==> src/rtl/tag_dispatcher_pkg.sv <==
// Shared types and helpers for the tag dispatcher: FSM states, tag wrap
// arithmetic and the tag-width legality check.
package tag_dispatcher_pkg;

  typedef enum logic [0:0] {
    IDLE   = 1'b0,
    STREAM = 1'b1
  } state_t;

  // Next tag in the 0..size-1 ring.
  function automatic int unsigned tag_inc(input int unsigned tag, input int unsigned size);
    if (tag == size - 32'd1) begin
      return 32'd0;
    end else begin
      return tag + 32'd1;
    end
  endfunction

  function automatic bit tag_width_ok(input int unsigned tag_width, input int unsigned size);
    return (64'd1 << tag_width) >= 64'(size);
  endfunction

endpackage

==> src/rtl/tag_dispatcher_rr_arbiter.sv <==
// Combinational round-robin picker: first requester at or after ptr,
// searching modulo NUM_CORES.
module tag_dispatcher_rr_arbiter #(
  parameter int NUM_CORES = 4,
  parameter int IW        = $clog2(NUM_CORES)
) (
  input  logic [NUM_CORES-1:0] req,
  input  logic [IW-1:0]        ptr,
  output logic [NUM_CORES-1:0] grant,
  output logic [IW-1:0]        grant_idx,
  output logic                 grant_valid
);

  int unsigned cand_s;
  logic        found_s;

  // Scan the request vector starting at the rotating pointer.
  always_comb begin
    grant       = {NUM_CORES{1'b0}};
    grant_idx   = {IW{1'b0}};
    found_s     = 1'b0;
    cand_s      = 32'd0;
    for (int i = 0; i < NUM_CORES; i++) begin
      cand_s = (32'(ptr) + 32'(i)) % 32'(NUM_CORES);
      if (!found_s && req[cand_s]) begin
        found_s   = 1'b1;
        grant_idx = cand_s[IW-1:0];
      end else begin
        found_s   = found_s;
      end
    end
    grant[grant_idx] = found_s;
    grant_valid      = found_s;
  end

endmodule

==> src/rtl/tag_dispatcher.sv <==
// Front-end scheduler: allocates reorder tags, routes whole packets to an
// idle filter core round-robin, and throttles on circular-buffer occupancy.
module tag_dispatcher
  import tag_dispatcher_pkg::*;
#(
  parameter int TAG_WIDTH            = 6,
  parameter int CIRCULAR_BUFFER_SIZE = 50,
  parameter int DATA_WIDTH           = 64,
  parameter int NUM_CORES            = 4
) (
  input  logic                    clk,
  input  logic                    rst,
  input  logic [DATA_WIDTH-1:0]   in_TDATA,
  input  logic [DATA_WIDTH/8-1:0] in_TKEEP,
  input  logic                    in_TLAST,
  input  logic                    in_TVALID,
  output logic                    in_TREADY,
  output logic [DATA_WIDTH-1:0]   core_TDATA,
  output logic [DATA_WIDTH/8-1:0] core_TKEEP,
  output logic                    core_TLAST,
  output logic [NUM_CORES-1:0]    core_TVALID,
  input  logic [NUM_CORES-1:0]    core_TREADY,
  input  logic [NUM_CORES-1:0]    core_idle,
  output logic [TAG_WIDTH-1:0]    core_reorder_tag,
  input  logic                    tag_release,
  output logic [TAG_WIDTH:0]      outstanding,
  output logic                    release_err
);

  localparam int IW = $clog2(NUM_CORES);
  localparam int CW = TAG_WIDTH + 1;
  localparam logic [CW-1:0] CBS_C = CW'(CIRCULAR_BUFFER_SIZE);

  if (!tag_width_ok(TAG_WIDTH, CIRCULAR_BUFFER_SIZE) || NUM_CORES < 2) begin : g_param_err
    $error("tag_dispatcher: illegal TAG_WIDTH/CIRCULAR_BUFFER_SIZE/NUM_CORES");
  end

  state_t                state_r, state_nxt_s;
  logic [IW-1:0]         grant_idx_r, grant_idx_nxt_s;
  logic [NUM_CORES-1:0]  grant_oh_r, grant_oh_nxt_s;
  logic [IW-1:0]         rr_ptr_r, rr_ptr_nxt_s;
  logic [TAG_WIDTH-1:0]  next_tag_r, next_tag_nxt_s;
  logic [TAG_WIDTH-1:0]  tag_r, tag_nxt_s;
  logic [CW-1:0]         outstanding_r, outstanding_nxt_s;
  logic                  release_err_r, release_err_nxt_s;

  logic [NUM_CORES-1:0]  arb_grant_s;
  logic [IW-1:0]         arb_idx_s;
  logic                  arb_valid_s;
  logic                  grant_fire_s;
  logic                  ready_sel_s;
  logic                  last_xfer_s;

  tag_dispatcher_rr_arbiter #(
    .NUM_CORES (NUM_CORES),
    .IW        (IW)
  ) u_rr_arbiter (
    .req         (core_idle),
    .ptr         (rr_ptr_r),
    .grant       (arb_grant_s),
    .grant_idx   (arb_idx_s),
    .grant_valid (arb_valid_s)
  );

  // Grant decision uses the registered count, so a same-cycle release cannot unblock it.
  assign grant_fire_s = (state_r == IDLE) && in_TVALID && (outstanding_r < CBS_C) && arb_valid_s;
  assign ready_sel_s  = |(core_TREADY & grant_oh_r);
  assign last_xfer_s  = (state_r == STREAM) && in_TVALID && ready_sel_s && in_TLAST;

  assign core_TDATA       = in_TDATA;
  assign core_TKEEP       = in_TKEEP;
  assign core_TLAST       = in_TLAST;
  assign core_reorder_tag = tag_r;
  assign outstanding      = outstanding_r;
  assign release_err      = release_err_r;

  // FSM next state, handshake pass-through and tag/pointer advance.
  always_comb begin
    state_nxt_s     = state_r;
    grant_idx_nxt_s = grant_idx_r;
    grant_oh_nxt_s  = grant_oh_r;
    rr_ptr_nxt_s    = rr_ptr_r;
    next_tag_nxt_s  = next_tag_r;
    tag_nxt_s       = tag_r;
    in_TREADY       = 1'b0;
    core_TVALID     = {NUM_CORES{1'b0}};
    case (state_r)
      IDLE: begin
        if (grant_fire_s) begin
          grant_idx_nxt_s = arb_idx_s;
          grant_oh_nxt_s  = arb_grant_s;
          tag_nxt_s       = next_tag_r;
          state_nxt_s     = STREAM;
        end else begin
          state_nxt_s     = IDLE;
        end
      end
      STREAM: begin
        in_TREADY   = ready_sel_s;
        core_TVALID = grant_oh_r & {NUM_CORES{in_TVALID}};
        if (last_xfer_s) begin
          next_tag_nxt_s = TAG_WIDTH'(tag_inc(32'(next_tag_r), CIRCULAR_BUFFER_SIZE));
          rr_ptr_nxt_s   = (grant_idx_r == IW'(NUM_CORES - 1)) ? {IW{1'b0}} : grant_idx_r + IW'(1);
          state_nxt_s    = IDLE;
        end else begin
          state_nxt_s    = STREAM;
        end
      end
      default: begin
        state_nxt_s = IDLE;
      end
    endcase
  end

  // Occupancy tracking; a release with nothing reserved is flagged and ignored.
  always_comb begin
    outstanding_nxt_s = outstanding_r;
    release_err_nxt_s = release_err_r;
    case ({grant_fire_s, tag_release})
      2'b10: outstanding_nxt_s = outstanding_r + CW'(1);
      2'b01: begin
        if (outstanding_r == {CW{1'b0}}) begin
          release_err_nxt_s = 1'b1;
        end else begin
          outstanding_nxt_s = outstanding_r - CW'(1);
        end
      end
      default: outstanding_nxt_s = outstanding_r;
    endcase
  end

  // State registers with synchronous reset.
  always_ff @(posedge clk) begin
    if (rst) begin
      state_r       <= IDLE;
      grant_idx_r   <= {IW{1'b0}};
      grant_oh_r    <= {NUM_CORES{1'b0}};
      rr_ptr_r      <= {IW{1'b0}};
      next_tag_r    <= {TAG_WIDTH{1'b0}};
      tag_r         <= {TAG_WIDTH{1'b0}};
      outstanding_r <= {CW{1'b0}};
      release_err_r <= 1'b0;
    end else begin
      state_r       <= state_nxt_s;
      grant_idx_r   <= grant_idx_nxt_s;
      grant_oh_r    <= grant_oh_nxt_s;
      rr_ptr_r      <= rr_ptr_nxt_s;
      next_tag_r    <= next_tag_nxt_s;
      tag_r         <= tag_nxt_s;
      outstanding_r <= outstanding_nxt_s;
      release_err_r <= release_err_nxt_s;
    end
  end

endmodule

==> config.mk <==
export PLATFORM = sky130hd
export DESIGN_NAME = tag_dispatcher
export DESIGN_NICKNAME = d
export VERILOG_FILES = /design/src/rtl/tag_dispatcher_pkg.sv /design/src/rtl/tag_dispatcher_rr_arbiter.sv /design/src/rtl/tag_dispatcher.sv
export SDC_FILE = /design/constraint.sdc
export NUM_CORES = 1
export LEC_CHECK = 0
export BUFFER_PORTS_ARGS = -buffer_cell sky130_fd_sc_hd__buf_2
export CAP_MARGIN = 20
export CORE_MARGIN = 2
export CORE_UTILIZATION = 42
export DETAILED_ROUTE_END_ITERATION = 6
export PLACE_DENSITY = 0.95
export SYNTH_ARGS = -nofsm -noshare
export SYNTH_HDL_FRONTEND = slang
export SYNTH_SLANG_ARGS = --single-unit
==> constraint.sdc <==
create_clock -name clk -period 6.7 [get_ports clk]
set_clock_uncertainty 0.2 [all_clocks]
set_input_delay 0.67 -clock clk [delete_from_list [all_inputs] [get_ports clk]]
set_output_delay 0.67 -clock clk [all_outputs]
set_load 0.005 [all_outputs]
==> flow_summary.ini, run 1 <==
[power_and_ir_drop]
p_per_area_nw_per_um2 = 347.5
cell_internal_pwr_mw = 0.4098
swShare_pct = 37.05
power_frac_comb_pct = 41.2
leakage_nw = 0.8002
seq_power_share_pct = 36.8
clkPwrFrac_pct = 22.0
power.net_switching_mw = 0.2411
irDropWorstVdd_mv = 0.1284

[synth]
syn_area_um2 = 2115
synth_async_sr_flop_share_pct = 0
syn_nets = 359
ys.flop_type = dfxtp_1
synth_cell_type_count = 46
ys_seq_elements = 29
synth_area_per_cell_um2 = 7.979
synthCells = 265
yosysSeqAreaShare_pct = 27.46
synth-edff-count = 0
ys_warn_count = 0

[die]
die_h_um = 74.96
dieArea_um2 = 5618
ios = 177
die_w_um = 74.96
core_um2 = 4786
start_util_pct = 44.18
rows = 25

[sta]
max_slew.worst_pin.slew_ns = 0.5446
slew_viol_final = 0
finalCriticalPeriod_ns = 3.714
finalHoldViolations = 0
fmax_ghz = 0.2692
whs_ns = 0.2567
period_share_pct = 55.44
slew_headroom_pct = 63.22
rsz0062_at_grt = no
fin_ws_ns = 2.986
finalSetupViolCount = 0
fin_tns_setup_ns = 0

[cells_and_area]
areaGrowthSynthToFinish_pct = -11.42
nNetsFinal = 318
multi_input_area_um2 = 932.1
antenna_cells = 0
seq_area_um2 = 580.6
layout_commonest_cell = buf_2
finish.utilization_pct = 39.14
fill_cells = 473
mostFrequentLayoutCells = 32 x buf_2, 29 x dfxtp_1, 24 x nand2_1, 24 x a21oi_1, 22 x nor2_1
final_cell_count_no_fill = 291
drive_gt1_share_pct = 20.09

[clock_tree]
post-cts-setup-buffers = 0
cts_resized = 0
ctsLongestPathBuffers = 2
cts_hold_buf = 0
clk_pin_slew_ns = 0.06
cts-root-buf = clkbuf_8
h-tree-depth = 2
numCtsBuffers = 5
clk_latency_ns = 0.29
cts_tree = built
cts.sinks = 29

[drt]
drt_iter0_drc = 66
drc = 0
firstDrtPassIters = 4
vias = 1556
drt_wl_total_um = 4283
ant_nets = 0
drt-vias-per-instance = 5.347
routedWlPerCell_um = 14.72

[place]
dp_slack_ns = 2.730
port_buffers = 32
place.gp.congestion = 0.9218
placedCellCount = 284
dp_hpwl_um = 3208

[worst_setup_path]
end_kind = flop
setup.worst_path.start_class = primary input
r2r_cells = 10
required_ns = 6.72
path_class = in -> reg
r2r-start = outstanding[6]
rr_endpoint = outstanding[5]
worst_ep_arrival_time_ns = 3.73
reg2reg_setup_slack_ns = 3.11
crit_fanout = 15

[grt]
grt_pass1_vias = 1493
gr-total-overflow = 0
antenna_found_initial = 0
gr-usage-all-layers_pct = 15.71
grt_pass1_wl_um = 6603
grt_max_degree = 31

[worst_hold_path]
min_path_cells = 2
hold_class = reg -> reg
min_from = core_reorder_tag[1]
min_to = core_reorder_tag[1]

[job]
cap_violations = 0

[status]
outcome = finished, final reports clean
per-stage QoR:
step / cell area [µm²] / power, mW
5_1_grt: 1873 / 0.6898
6_report: 1873 / 0.6509
3_5_place_dp: 1787 / 0.5027
3_3_place_gp: 1787 / 0.4890
4_1_cts: 1873 / 0.6483
2_1_floorplan: 2115 / 0.4637
kinds of logic (layout without fill, tap and decap cells):
logic type | after synthesis | in the layout | share of synthesized area (%)
buffers and inverters | 87 | 46 | 28.46
AND/OR/NAND/NOR | 79 | 79 | 18.05
AO/OA/AOI/OAI | 50 | 50 | 15.03
flip-flops | 29 | 29 | 27.46
adder cells (fa/ha/maj) | 9 | 9 | 5.681
multiplexers | 8 | 8 | 4.083
XOR/XNOR | 3 | 3 | 1.243
area by class of cell:
| cell class | instances | share of cell area (%) |
|---|---|---|
| tap | 67 | 4.476 |
| multi-input combinational | 149 | 49.77 |
| sequential | 29 | 31.00 |
| inverter | 6 | 1.202 |
| clock buffer | 7 | 4.609 |
| timing repair buffer | 33 | 8.951 |
registers in the layout (all words and copies together), names as in the netlist:
name / count
release_err: 1
rr_ptr_r: 2
grant_idx_r: 2
core_reorder_tag: 6
next_tag_r: 6
state_r: 1
grant_oh_r: 4
outstanding: 7
power groups by stage:
stage,sequential [mW],clock [mW],combinational (mW)
6_report,0.239,0.143,0.268
3_3_place_gp,0.239,0,0.250
3_5_place_dp,0.241,0,0.262
5_1_grt,0.242,0.151,0.297
2_1_floorplan,0.234,0,0.230
4_1_cts,0.238,0.143,0.268
per-layer routing:
layer  track usage [%]  part of all wire, %  up-vias
met2             23.68                   45       67
met3             5.890                  9.2       28
met4             12.70                  5.4        0
met5                 0                    0        -
li1                  -                    -      752
met1             17.65                   40      709
worst max-delay path, stage by stage:
cell	delay, ns
buf_2	0.12
nor4_1	0.47
or3_1	0.49
nand2_1	0.18
inv_1	0.21
ha_1	0.29
a211oi_1	0.26
nor2_1	0.10
or4b_2	0.62
a41o_1	0.20
a21oi_1	0.12
cell usage after synthesis, types with 2 or more instances:
| cell | n | area, µm² |
|---|---|---|
| nand2_1 | 24 | 90.09 |
| ha_1 | 8 | 100.1 |
| nor2b_1 | 4 | 25.02 |
| mux2i_1 | 6 | 60.06 |
| nor2_1 | 22 | 82.58 |
| o21ai_0 | 4 | 20.02 |
| a21o_1 | 2 | 15.01 |
| xnor2_1 | 2 | 17.52 |
| a211oi_1 | 3 | 22.52 |
| dfxtp_1 | 29 | 580.6 |
| nor3_1 | 5 | 25.02 |
| buf_4 | 73 | 548.0 |
| and3_1 | 4 | 25.02 |
| nor4_1 | 2 | 12.51 |
| o22ai_1 | 2 | 12.51 |
| a22oi_1 | 2 | 15.01 |
| or3_1 | 4 | 25.02 |
| o21a_1 | 2 | 15.01 |
| inv_1 | 6 | 22.52 |
| clkbuf_1 | 7 | 26.28 |
| nand3_1 | 3 | 15.01 |
| nand2b_1 | 2 | 12.51 |
| or4_1 | 2 | 15.01 |
| nand4_1 | 2 | 12.51 |
| a21oi_1 | 24 | 120.1 |
worst max path at each step:
stage / from / endpoint / slack [ns] / cells past startpoint
after detailed placement: core_idle[0] / outstanding[6] / 2.73 / 11
after global routing: core_idle[0] / outstanding[5] / 2.76 / 11
after global placement: in_TVALID / outstanding[5] / 2.86 / 11
after CTS: core_idle[0] / outstanding[5] / 2.99 / 11
after floorplan: in_TVALID / outstanding[5] / 3.26 / 11
final: core_idle[0] / outstanding[5] / 2.99 / 11
Note: power is estimated with default switching activity, not from simulation.
==> run 2, diff against run 1 <==
--- a/config.mk
+++ b/config.mk
@@ -5,12 +5,13 @@
 export SDC_FILE = /design/constraint.sdc
 export NUM_CORES = 1
 export LEC_CHECK = 0
+export ABC_AREA = 1
 export BUFFER_PORTS_ARGS = -buffer_cell sky130_fd_sc_hd__buf_2
 export CAP_MARGIN = 20
 export CORE_MARGIN = 2
-export CORE_UTILIZATION = 42
+export CORE_UTILIZATION = 41
 export DETAILED_ROUTE_END_ITERATION = 6
-export PLACE_DENSITY = 0.95
+export PLACE_DENSITY = 0.92
 export SYNTH_ARGS = -nofsm -noshare
 export SYNTH_HDL_FRONTEND = slang
 export SYNTH_SLANG_ARGS = --single-unit
==> constraint.sdc (replaced) <==
create_clock -name clk -period 3.75 [get_ports clk]
set_clock_uncertainty 0.2 [all_clocks]
set_input_delay 0.375 -clock clk [delete_from_list [all_inputs] [get_ports clk]]
set_output_delay 0.375 -clock clk [all_outputs]
set_load 0.005 [all_outputs]
==> flow_summary.ini, run 2 <==
[cells_and_area]
seq_area_um2 = 581.8
areaGrowthSynthToFinish_pct = -10.38
fill_cells = 551
mostFrequentLayoutCells = 48 x nand2_1, 35 x inv_1, 32 x buf_2
largest_register_ffs = 7
antenna_cells = 0
layout_commonest_cell = nand2_1
multi_input_area_um2 = 1035
layout.cell_area.non_filler_um2 = 2106
finish.utilization_pct = 38.24
drive_gt1_share_pct = 22.81
nNetsFinal = 378

[grt]
grt_max_degree = 18
grt_pass1_wl_um = 7624
grt_pass1_vias = 1727
gr-usage-all-layers_pct = 15.54
gr-total-overflow = 0
antenna_found_initial = 0

[worst_setup_path]
startpoint = rr_ptr_r[0]
r2r_cells = 17
setup.worst_path.start_class = flop
r2r-start = rr_ptr_r[0]
required_ns = 3.74
path_class = reg -> reg
rr_endpoint = outstanding[6]
crit_fanout = 17
crit_chain = inv_1 -> nand2_1 -> nand2_1 -> nand2_4 -> nand2_4 -> nor2_8 -> nand3_2 -> nand2_2 -> inv_2 -> nor2_2 -> inv_1 -> fa_1 -> or2_2 -> nand3_1 -> nand4_1 -> a21oi_1 -> nor2_1
end_kind = flop
slowest_delay_ns = 0.42
cpLargestDelayFamily = simple AND/OR/NAND/NOR gates
worst_ep_arrival_time_ns = 3.45
reg2reg_setup_slack_ns = 0.29
cp_slowest_cell = dfxtp_2
crit_buf_inv = 3

[die]
core_um2 = 5507
die_w_um = 79.71
dieArea_um2 = 6353
start_util_pct = 42.67
die_h_um = 79.71
rows = 27
ios = 177

[power_and_ir_drop]
seq_power_share_pct = 35.0
swShare_pct = 41.88
leakage_nw = 0.9744
p_per_area_nw_per_um2 = 580.8
clkPwrFrac_pct = 21.8
power_frac_comb_pct = 43.1
irDropWorstVdd_mv = 0.2368
power.net_switching_mw = 0.5121
cell_internal_pwr_mw = 0.7108

[clock_tree]
clk_pin_slew_ns = 0.07
cts-root-buf = clkbuf_8
cts_hold_buf = 0
ctsLongestPathBuffers = 2
cts.sinks = 29
cts_tree = built
clk_latency_ns = 0.29
h-tree-depth = 2
post-cts-setup-buffers = 0
numCtsBuffers = 5
cts_resized = 0

[worst_hold_path]
min_from = rst
min_path_cells = 2
min_to = state_r
hold_class = in -> reg

[drt]
drc = 0
vias = 1819
ant_nets = 0
drt-vias-per-instance = 5.095
routedWlPerCell_um = 13.51
drt_wl_total_um = 4824
drt_iter0_drc = 94
firstDrtPassIters = 4

[synth]
yosysSeqAreaShare_pct = 24.71
synth_area_per_cell_um2 = 7.275
synth-edff-count = 0
synth_top_area_cell = dfxtp_1
syn_area_um2 = 2350
synth_top_area_share_pct = 24.71
synth_most_common_cell = buf_4
synth_cell_type_count = 38
ys.flop_type = dfxtp_1
ys_warn_count = 0
syn_nets = 417
synthTopCellsByCount = 75 x buf_4, 48 x nand2_1, 35 x inv_1
ys_top_cells_by_area = dfxtp_1 25%, buf_4 24%, nand2_1 7.7%
synthCells = 323
synth_async_sr_flop_share_pct = 0
ys_seq_elements = 29

[sta]
fin_ws_ns = 0.2920
period_share_pct = 92.21
max_slew.worst_pin.slew_ns = 0.5531
finalHoldViolations = 0
rsz0062_at_grt = no
slew_headroom_pct = 62.74
fin_tns_setup_ns = 0
finalCriticalPeriod_ns = 3.458
whs_ns = 0.2013
finalSetupViolCount = 0
slew_viol_final = 0
fmax_ghz = 0.2892

[job]
cap_violations = 0

[place]
dp_slack_ns = 0.2221
dp_hpwl_um = 3807
place.gp.congestion = 0.8444
port_buffers = 32
dpl-instance-area_um2 = 2013

[status]
outcome = finished, final reports clean
run 2: worst max-delay path by stage:
stage,end,slack (ns),cells past startpoint
global route,outstanding[6],0.007,17
finish,outstanding[6],0.29,17
floorplan,outstanding[6],0.99,16
global placement,outstanding[6],0.41,17
detailed placement,outstanding[6],0.22,17
CTS,outstanding[6],0.21,17
run 2: metrics by stage:
| stage | cells | total power, mW |
|---|---|---|
| after floorplan | 323 | 0.8865 |
| after global placement | 349 | 0.9337 |
| after detailed placement | 349 | 0.9578 |
| after CTS | 357 | 1.224 |
| after global routing | 357 | 1.307 |
| final | 357 | 1.223 |
run 2: cell type report:
class / count / area share (%)
Timing Repair Buffer: 32 / 7.605
Sequential cell: 29 / 27.63
Clock buffer: 5 / 3.268
Inverter: 38 / 7.011
Clock inverter: 3 / 1.070
Multi-Input combinational cell: 178 / 49.14
Tap cell: 72 / 4.278
run 2: cells by family (layout without fill, tap and decap cells):
family	Yosys count	after routing	share of synthesized area (%)
buffers and inverters	116	78	31.26
and+or+nand+nor	113	113	24.87
AOI/OAI and AO/OA	52	52	12.57
DFF	29	29	24.71
adders and majority gates	9	9	5.112
xor gates and xnor gates	4	4	1.491
run 2: power groups by stage:
| stage | Clock, mW | Sequential, mW | Combinational (mW) |
|---|---|---|---|
| after floorplan | 0 | 0.425 | 0.462 |
| after global placement | 0 | 0.432 | 0.502 |
| after detailed placement | 0 | 0.435 | 0.523 |
| after CTS | 0.270 | 0.428 | 0.527 |
| after global routing | 0.283 | 0.437 | 0.587 |
| final | 0.267 | 0.428 | 0.528 |
run 2: layer usage:
| layer | global-route usage [%] | share of wire, % | vias up | wire [µm] |
|---|---|---|---|---|
| met1 | 15.09 | 36 | 818 | 1745 |
| met3 | 4.977 | 8.1 | 35 | 391 |
| li1 | - | - | 883 | - |
| met2 | 26.89 | 50 | 83 | 2404 |
| met4 | 12.41 | 5.8 | 0 | 282 |
| met5 | 0 | 0 | - | 0 |
run 2: worst reg2reg max path, delay by kind of cell, from the launching register on:
kind	cells	cell delay (ns)
AND/OR/NAND/NOR	12	1.70
buffers and inverters	3	0.43
adder cells (fa/ha/maj)	1	0.42
AO/OA/AOI/OAI	1	0.19
flip-flops	1	0.42
==> run 3, diff against run 2 <==
--- a/config.mk
+++ b/config.mk
@@ -5,13 +5,12 @@
 export SDC_FILE = /design/constraint.sdc
 export NUM_CORES = 1
 export LEC_CHECK = 0
-export ABC_AREA = 1
 export BUFFER_PORTS_ARGS = -buffer_cell sky130_fd_sc_hd__buf_2
 export CAP_MARGIN = 20
 export CORE_MARGIN = 2
-export CORE_UTILIZATION = 41
+export CORE_UTILIZATION = 39
 export DETAILED_ROUTE_END_ITERATION = 6
-export PLACE_DENSITY = 0.92
+export PLACE_DENSITY = 0.91
 export SYNTH_ARGS = -nofsm -noshare
 export SYNTH_HDL_FRONTEND = slang
 export SYNTH_SLANG_ARGS = --single-unit
==> flow_summary.ini, run 3 (synthesized netlist as in run 1, its figures left out) <==
[drt]
drt_iter0_drc = 141
drt-vias-per-instance = 5.418
vias = 1593
drt_wl_total_um = 4706
firstDrtPassIters = 4
drc = 0
ant_nets = 0
routedWlPerCell_um = 16.01

[power_and_ir_drop]
power_frac_comb_pct = 42.5
p_per_area_nw_per_um2 = 612.5
clkPwrFrac_pct = 19.9
power_mw = 1.146
power.net_switching_mw = 0.4336
irDropWorstVdd_mv = 0.1877
seq_power_share_pct = 37.5
cell_internal_pwr_mw = 0.7129
swShare_pct = 37.82
leakage_nw = 0.8003

[cells_and_area]
antenna_cells = 0
mostFrequentLayoutCells = 32 x buf_2, 29 x dfxtp_1, 24 x nand2_1, 24 x a21oi_1, 22 x nor2_1
drive_gt1_share_pct = 20.54
largest_register_ffs = 7
final_cell_count_no_fill = 294
finish.utilization_pct = 36.19
layout_commonest_cell = buf_2
areaGrowthSynthToFinish_pct = -11.48
nNetsFinal = 319
layout.cell_area.non_filler_um2 = 1872

[grt]
gr-total-overflow = 0
grt_pass1_vias = 1442
gr-usage-all-layers_pct = 15.10
use_met1_pct = 15.20
grt_max_degree = 31
grt_util_met3_pct = 5.233
grt_pass1_wl_um = 7210
use_met2_pct = 26.12
top_usage_layer = met2
antenna_found_initial = 0

[sta]
slew_viol_final = 0
finalCriticalPeriod_ns = 3.259
finalSetupViolCount = 0
max_slew.worst_pin.slew_ns = 0.5306
slew_headroom_pct = 64.63
fin_tns_setup_ns = 0
fin_ws_ns = 0.4908
period_share_pct = 86.91
whs_ns = 0.2492
fmax_ghz = 0.3068
finalHoldViolations = 0
rsz0062_at_grt = no

[place]
placedCellCount = 288
place.gp.congestion = 0.9333
dp_slack_ns = 0.3968
dpl-instance-area_um2 = 1798
port_buffers = 32
dp_hpwl_um = 3760

[die]
rows = 26
die_w_um = 77.64
ios = 177
die_h_um = 77.64
dieArea_um2 = 6027
core_um2 = 5172
start_util_pct = 40.88

[clock_tree]
ctsLongestPathBuffers = 2
cts_hold_buf = 0
cts.sinks = 29
numCtsBuffers = 5
h-tree-depth = 2
post-cts-setup-buffers = 0
clk_latency_ns = 0.29
clk_pin_slew_ns = 0.06
cts-root-buf = clkbuf_8
cts_resized = 0
cts_tree = built

[worst_setup_path]
worst_ep_arrival_time_ns = 3.27
required_ns = 3.76
end_kind = flop
setup.worst_path.start_class = flop
path_class = reg -> reg
crit_fanout = 8
reg2reg_setup_slack_ns = 0.49

[job]
cap_violations = 0

[status]
outcome = finished, final reports clean

[worst_hold_path]
hold_class = reg -> reg
-- run 3: changes by cell type in the layout (fill, tap and decap cells not counted), moves of 5 or more --
cell | previous run | this run
nand4_1 | 7 | 2
inv_1 | 35 | 6
nand3_1 | 10 | 3
nand2_1 | 48 | 24
mux2i_1 | 0 | 6
o21bai_1 | 7 | 0
o21ai_0 | 11 | 4
nor2_2 | 7 | 0
-- run 3: power by group through the flow --
stage	clock network, mW	logic [mW]	registers [mW]
floorplan	0	0.411	0.417
global placement	0	0.451	0.431
detailed placement	0	0.480	0.433
CTS	0.233	0.485	0.426
global route	0.243	0.540	0.435
finish	0.229	0.488	0.430
-- run 3: per-layer routing --
| metal | routed length, µm | up-vias |
|---|---|---|
| met2 | 2334 | 84 |
| met1 | 1703 | 722 |
| met5 | 0 | - |
| li1 | - | 760 |
| met4 | 212 | 0 |
| met3 | 456 | 27 |
-- run 3: layout make-up --
| type | instances | area [µm²] |
|---|---|---|
| fillers | 512 | 3301 |
| multi-input cells | 149 | 932.1 |
| flip-flops and latches | 29 | 580.6 |
| repair buffers | 34 | 175.2 |
| well taps | 70 | 87.58 |
| clock buffers | 5 | 68.82 |
| inverters | 6 | 22.52 |
| clock inverters | 1 | 5.005 |
-- run 3: path summary, 6_finish.rpt --
check / from / endpoint / depth (start not counted)
worst min-delay path: core_reorder_tag[0] / core_reorder_tag[0] / 2
worst min register to register: core_reorder_tag[0] / core_reorder_tag[0] / 2
worst max register to register: state_r / outstanding[5] / 10
worst max-delay path: state_r / outstanding[5] / 10
-- run 3: critical path, cell delays in order (launching register included) --
cell,delay (ns)
dfxtp_1,0.37
or3b_1,0.39
or3_1,0.38
nand2_1,0.12
inv_1,0.12
ha_1,0.33
a211oi_1,0.24
nor2_1,0.11
or4b_2,0.62
a41o_1,0.20
a21oi_1,0.12
